==> src/rtl/shift_add_accumulator.sv <==
// Shift-and-add unsigned multiplier fed LSB-first from an upstream PISO register.
// Latency: Start accepted -> LOAD (1) -> RUN (WORD_LENGTH) -> Done pulse, WORD_LENGTH+2 cycles.
// Backpressure: Start is honoured only while Ready=1; requests made while busy are dropped.
module shift_add_accumulator #(
    parameter int WORD_LENGTH = 8
) (
    input  logic                       Clk,
    input  logic                       Reset,
    input  logic                       Start,
    input  logic [WORD_LENGTH-1:0]     Multiplicand,
    input  logic                       Serial_Bit,
    output logic                       Shift_Enable,
    output logic                       Shift_Load,
    output logic                       Ready,
    output logic                       Done,
    output logic [2*WORD_LENGTH-1:0]   Product
);

    localparam int PW = 2 * WORD_LENGTH;
    localparam int CW = $clog2(WORD_LENGTH) + 1;
    localparam logic [CW-1:0] LAST_BIT = CW'(WORD_LENGTH - 1);

    typedef enum logic [1:0] {
        IDLE = 2'd0,
        LOAD = 2'd1,
        RUN  = 2'd2,
        DONE = 2'd3
    } state_t;

    state_t                 state;
    state_t                 state_nxt;
    logic [PW-1:0]          acc;
    logic [PW-1:0]          addend;
    logic [PW-1:0]          acc_sum;
    logic [CW-1:0]          bit_cnt;
    logic [WORD_LENGTH-1:0] mcand;
    logic                   last_bit;

    // The counter doubles as the weight of the multiplier bit arriving this cycle.
    assign last_bit = (bit_cnt == LAST_BIT);
    assign addend   = {{WORD_LENGTH{1'b0}}, mcand} << bit_cnt;
    assign acc_sum  = Serial_Bit ? (acc + addend) : acc;

    always_comb begin
        state_nxt    = state;
        Ready        = 1'b0;
        Done         = 1'b0;
        Shift_Enable = 1'b0;
        Shift_Load   = 1'b0;
        case (state)
            IDLE: begin
                Ready = 1'b1;
                if (Start) begin
                    state_nxt = LOAD;
                end
            end
            LOAD: begin
                Shift_Enable = 1'b1;
                Shift_Load   = 1'b1;
                state_nxt    = RUN;
            end
            RUN: begin
                Shift_Enable = 1'b1;
                if (last_bit) begin
                    state_nxt = DONE;
                end
            end
            DONE: begin
                Done      = 1'b1;
                state_nxt = IDLE;
            end
            default: state_nxt = IDLE;
        endcase
    end

    always_ff @(posedge Clk) begin
        if (Reset) begin
            state   <= IDLE;
            acc     <= '0;
            bit_cnt <= '0;
            mcand   <= '0;
            Product <= '0;
        end else begin
            state <= state_nxt;
            case (state)
                IDLE: begin
                    if (Start) begin
                        mcand   <= Multiplicand;
                        acc     <= '0;
                        bit_cnt <= '0;
                    end
                end
                RUN: begin
                    acc     <= acc_sum;
                    bit_cnt <= bit_cnt + CW'(1);
                    // Product is published on the same edge that enters DONE.
                    if (last_bit) begin
                        Product <= acc_sum;
                    end
                end
                default: ;
            endcase
        end
    end

endmodule

==> config.mk <==
export PLATFORM = sky130hd
export DESIGN_NAME = shift_add_accumulator
export DESIGN_NICKNAME = d
export VERILOG_FILES = /design/src/rtl/shift_add_accumulator.sv
export SDC_FILE = /design/constraint.sdc
export NUM_CORES = 1
export LEC_CHECK = 0
export CORE_MARGIN = 8
export CORE_UTILIZATION = 43
export DETAILED_ROUTE_END_ITERATION = 10
export PLACE_DENSITY = 0.67
export SLEW_MARGIN = 10
export SYNTH_ARGS = -nofsm -noshare
export SYNTH_HDL_FRONTEND = slang
export SYNTH_SLANG_ARGS = --single-unit
==> constraint.sdc <==
create_clock -name Clk -period 3.6 [get_ports Clk]
set_input_delay 0.9 -clock Clk [delete_from_list [all_inputs] [get_ports Clk]]
set_output_delay 0.9 -clock Clk [all_outputs]
set_load 0.01 [all_outputs]
Word level (Yosys, flattened, before mapping) --
Cells that the tools add are included.
Word-level totals: flip-flop bits (word level) 46, bits of input ports 12, output and inout bits 20, word-level logic and storage cells 33
Cells by class: add/sub/neg operators 2, equality and inequality tests 6, shifts and indexed selects 1, muxes and demuxes 12, reductions and logical operators 7
Operator list (number):
- 2-to-1 mux 16 bit | 2
- case mux 16 bit (2 select lines) | 1
- adder 16 bit | 1
- left shift 8 x 4 -> 16 bit | 1
- case mux 2 bit (4 select lines) | 1
- case mux 4 bit (2 select lines) | 1
- AND reduction 2 bit | 4
- adder 4 x 1 -> 4 bit, second input constant | 1
- equality test 2 bit, second input constant | 2
- equality test 4 x 3 -> 1 bit, second input constant | 1
- 2-to-1 mux 1 bit | 4
- 2-to-1 mux 2 bit | 2
- 2-to-1 mux 4 bit | 1
- != test 2 bit, second input constant | 2
- equality test 2 x 1 -> 1 bit, second input constant | 1
- zero test 2 bit | 1
- nonzero test 2 bit | 1
- OR reduction 2 bit | 1

Depth between registers and ports, before layout --
depth after elaboration 4, depth in mapped cells 15, mapped depth without buffers 13

Worst setup path after synthesis --
Ideal clock, no wire load.
path type flip-flop to flip-flop, start point reg bit_cnt[0], end point reg acc[9], setup time 0.128 ns, data arrival time 2.819 ns, required time 3.472 ns, path slack 0.653 ns, stages on the path, launching flop included 12, path buffers 2, clock period less this slack 2.947 ns, cells stage by stage dfxtp_1 > clkbuf_1 > clkbuf_1 > nor2_1 > a2111oi_0 > ha_1 > o21ai_1 > nor3_2 > o311a_1 > or3_1 > a32oi_1 > nor2_1
Between the ends: cells in the longest elaborated chain, start to end 4
RTL lines:
- start, declared | RTL line 35 | logic [CW-1:0] bit_cnt;
- start signal, assigned | RTL line 95 | bit_cnt <= bit_cnt + CW'(1);
- left shift 8 x 4 -> 16 bit | RTL line 41 | assign addend = {{WORD_LENGTH{1'b0}}, mcand} << bit_cnt;
- adder 16 bit | RTL line 42 | assign acc_sum = Serial_Bit ? (acc + addend) : acc;
- 2-to-1 mux 16 bit | RTL line 42
- case mux 16 bit (2 select lines) | RTL line 85 | case (state)
- end signal, assigned | RTL line 94 | acc <= acc_sum;
- end, declared | RTL line 32 | logic [PW-1:0] acc;
Every way passes these cells. A chain may end at the register's enable or synchronous reset.

Worst setup path after layout --
start point reg bit_cnt[1], end point reg acc[7]
Same word-level chain as after synthesis.

==> summary.md <==
| Metric | Value |
|---|---|
| Status | finished clean |
| Layout area overhead | 17.80% |
| Post-route clock period utilization | 0.9511 |
| Final hold slack | ~470 ps |
| Max Clock Skew | 5.954 ps |
| Nets | 469 |
| Detail Route Antenna Nets | 0 |
| Fmax | ~0.3 GHz |
| Hold depth | 2 |
| GRT Total Usage | 0.1685 |
| Syn_nets | between 400 and 500 |
| CTS Buf Count | 5 |
| Non-filler instance count after layout | 536 |
| Clk buf depth | 2 |
| Leakage | 1.468 nW |
| Post-synthesis instance total | 410 |
| Reg2Reg Setup Slack | 180 ps |
| Max_cap viols | 0 |
| Mapped Avg Cell Area | 7.818 µm² |
| Ant diodes | 0 |
| Num Clock Sinks | 46 |
| Reg2reg end | acc[7]$_SDFFE_PP0P_ |
| Peak VDD IR | 0.0002458 V |
| Yosys top cell by area | dfxtp_1 |
| Initial DRC Count | between 150 and 200 |
| Worst reg2reg startpoint | bit_cnt[1]$_SDFFE_PP0P_ |
| Vias | 3,083 |
| HP Class | flop to flop |
| Final Wtd Congestion | ~0.91 |
| Grt ovf | 0 |
| Synth Warn # | 0 |
| WL per Instance | around 16 µm |
| Drt drc | 0 |
| Initial antenna violation count | 0 |
| Root Buffer | clkbuf_8 |
| Post-detail-place hpwl | roughly 6300 µm |
| Layout cells sized above 1 | 0.08009 |
| Fin. Hold Viols | 0 |
| Total power | around 1.7 mW |
| CP Data Arrival Time | between 3000 and 4000 ps |
| Core area | 0.007253 mm² |
| Post-synth EDFFs | 0 |
| XOR/XNOR share of the synthesized area | 0.02771 |
| CP endpoint kind | flop |
| Worst Hold Path EP | Product[2]$_SDFFE_PP0P_ |
| RSZ-0062 raised after global routing | no |
| Largest family of logic cells by synthesized area | compound AO/OA/AOI/OAI gates |
| Die Width | 102.3 µm |
| DR pass1 iterations | 5 |
| Seq cells post-synth | 46 |
| First-pass GRT wire length | 14,180 µm |
| Mux contribution to synthesized area | 0.06557 |
| DRT Wirelength | between 8000 and 9000 µm |
| Clk_lat worst skew | roughly 310 ps |
| Hold path startpoint | Product[2]$_SDFFE_PP0P_ |
| Mapped Area | 0.003206 mm² |
| Synth Flop Type | dfxtp_1 |
| Post-synthesis adder-cell area fraction | 0.08431 |
| Placed Cells | between 500 and 600 |
| Synth Area in Simple Gates | 0.2455 |
| Die Area | 0.01047 mm² |
| Asr flop ratio synth | 0 |
| Via/cell ratio | 5.752 |
| IO Pins | 32 |
| R2R depth | 10 |
| Cell variety after synth | 65 |
| IO Port Bufs | 31 |
| Worst EP required | 3790 ps |
| Hold-fix buffers, CTS | 0 |
| PwrDens | 441.9 mW/mm² |
| Ranking of synthesized cells by area | dfxtp_1 (29%), ha_1 (7.8%), nand2_1 (6.1%), a21oi_1 (4.8%), nor2_1 (4.8%) |
| Slew Viols, Final | 0 |
| # H-tree levels | 2 |
| # setup viols final | 0 |
| FP Rows | 31 |
| Slew @ Worst Pin | 739.6 ps |
| Startpoint Class | flop |
| Critical path type | flop to flop |
| Clk slew on worst S/H paths | 90 ps |
| Slew HR | 0.4942 |
| CTS tree | yes |
| Sequential element share of the synthesized area | 0.2873 |
| Die H | around 100 µm |
| Largest net degree at the start of global routing | 42 |
| Starting Density | 0.4420 |
| Setup_tns | 0 ps |
| Vias in the first global route | a little under 3,000 |
| Compound-Gate Fraction of Synth Area | 0.2475 |
| Post-CTS setup buffers | 0 |
| Fin crit period | 3424 ps |
| Crit Path Max Fanout | 9 |
| Post-synth top area share | 0.2873 |
==> power by group <==
group / switching, mW / total, mW / internal [mW]
Sequential: 0.0434 / 0.585 / 0.542
Combinational: 0.356 / 0.598 / 0.242
Clock: 0.189 / 0.486 / 0.296
Total: 0.589 / 1.67 / 1.08
==> cell families after synthesis <==
group / after synthesis
AOI/OAI and AO/OA: 121
xor gates and xnor gates: 8
adders and majority gates: 21
buffers and inverters: 33
DFF: 46
muxes: 17
and+or+nand+nor: 164
==> Yosys cell counts (2+ instances only) <==
master / number
buf_2: 3
and2_1: 3
nor3b_1: 4
a21o_1: 8
xor2_1: 2
o21ai_1: 12
xnor2_1: 5
nand4_1: 2
o41ai_1: 2
ha_1: 20
nor4_1: 3
or3_1: 5
a22oi_1: 9
nand3_1: 15
nor2_1: 41
nand2_1: 52
a2bb2oi_1: 2
dfxtp_1: 46
o31ai_1: 2
or4_1: 3
a21oi_1: 31
mux4_1: 2
buf_1: 2
o21ai_0: 14
o22ai_1: 5
mux2_2: 3
o2111ai_1: 2
nor2b_1: 7
a211oi_1: 12
clkbuf_1: 19
inv_1: 7
nor3_1: 11
mux2i_1: 11
and3_1: 5
a31oi_1: 5
nand3b_1: 3
nand2b_1: 3
o211ai_1: 2
==> stage by stage <==
| step | setup WS, ps | cell area, µm² | utilization |
|---|---|---|---|
| after global routing | 1.579 | 3776 | 0.5206 |
| after detailed placement | 208.7 | 3632 | 0.5008 |
| after floorplan | 653.4 | 3206 | - |
| final | 176.0 | 3776 | 0.5206 |
| after CTS | 176.8 | 3775 | 0.5204 |
| after global placement | 250.8 | 3632 | 0.5008 |
==> area by class of cell <==
| type | instances | area, µm² |
|---|---|---|
| inverters | 8 | 30.03 |
| clock inverters | 2 | 60.06 |
| fillers | 725 | 3477 |
| repair buffers | 44 | 407.9 |
| multi-input cells | 331 | 2150 |
| flip-flops and latches | 46 | 922.1 |
| clock buffers | 6 | 82.58 |
| well taps | 99 | 123.9 |
==> worst max-delay path by stage <==
| stage | end | cells after the start | slack, ps | start |
|---|---|---|---|---|
| 2_1_floorplan | acc[9]$_SDFFE_PP0P_ | 11 | 650 | bit_cnt[0]$_SDFFE_PP0P_ |
| 3_3_place_gp | acc[7]$_SDFFE_PP0P_ | 10 | 250 | bit_cnt[1]$_SDFFE_PP0P_ |
| 3_5_place_dp | acc[7]$_SDFFE_PP0P_ | 10 | 210 | bit_cnt[1]$_SDFFE_PP0P_ |
| 4_1_cts | acc[7]$_SDFFE_PP0P_ | 10 | 180 | bit_cnt[1]$_SDFFE_PP0P_ |
| 5_1_grt | Product[13]$_SDFFE_PP0P_ | 11 | 2 | bit_cnt[1]$_SDFFE_PP0P_ |
| 6_report | acc[7]$_SDFFE_PP0P_ | 10 | 180 | bit_cnt[1]$_SDFFE_PP0P_ |
==> metal layers <==
metal	wire, µm	track usage	up-vias
met2	4063	0.2839	65
met4	126	0.06208	0
li1	-	-	1560
met3	420	0.02452	12
met1	3954	0.2114	1446
met5	0	0	-
==> layout by cell type (no fill, tap or decap), types with 2 or more instances in the layout <==
| master | count |
|---|---|
| a211oi_1 | 12 |
| a21o_1 | 8 |
| a21oi_1 | 31 |
| a22oi_1 | 9 |
| a2bb2oi_1 | 2 |
| a31oi_1 | 5 |
| and2_1 | 3 |
| and3_1 | 5 |
| buf_4 | 13 |
| bufinv_16 | 2 |
| clkbuf_8 | 6 |
| clkdlybuf4s50_1 | 31 |
| dfxtp_1 | 45 |
| ha_1 | 20 |
| inv_1 | 7 |
| mux2_2 | 3 |
| mux2i_1 | 11 |
| mux4_1 | 2 |
| nand2_1 | 52 |
| nand2b_1 | 3 |
| nand3_1 | 15 |
| nand3b_1 | 3 |
| nand4_1 | 2 |
| nor2_1 | 41 |
| nor2b_1 | 7 |
| nor3_1 | 11 |
| nor3b_1 | 4 |
| nor4_1 | 3 |
| o2111ai_1 | 2 |
| o211ai_1 | 2 |
| o21ai_0 | 14 |
| o21ai_1 | 12 |
| o22ai_1 | 5 |
| o31ai_1 | 2 |
| o41ai_1 | 2 |
| or3_1 | 5 |
| or4_1 | 3 |
| xnor2_1 | 5 |
| xor2_1 | 2 |
==> repair_timing <==
action                                  in CTS  in global routing
resized for setup                            0                  1
endpoints found under the setup margin       0                  2
endpoints found under the hold margin        0                  0
==> flip-flops by register name, indices dropped and copies added, names as in the netlist <==
register and cells:
bit_cnt 4, acc 16, Product 16, state 2, mcand 8
==> worst max-delay path, stage by stage, from the launching register on <==
cell       delay, ps
dfxtp_1          580
mux2_2           260
nor2_1            50
a2111oi_0        690
ha_1             390
o21ai_1          180
nor3_2           140
or4_1            490
a31oi_1          280
a2bb2oi_1        200
nor2_1            50
Power figures use the tool's default switching activity.
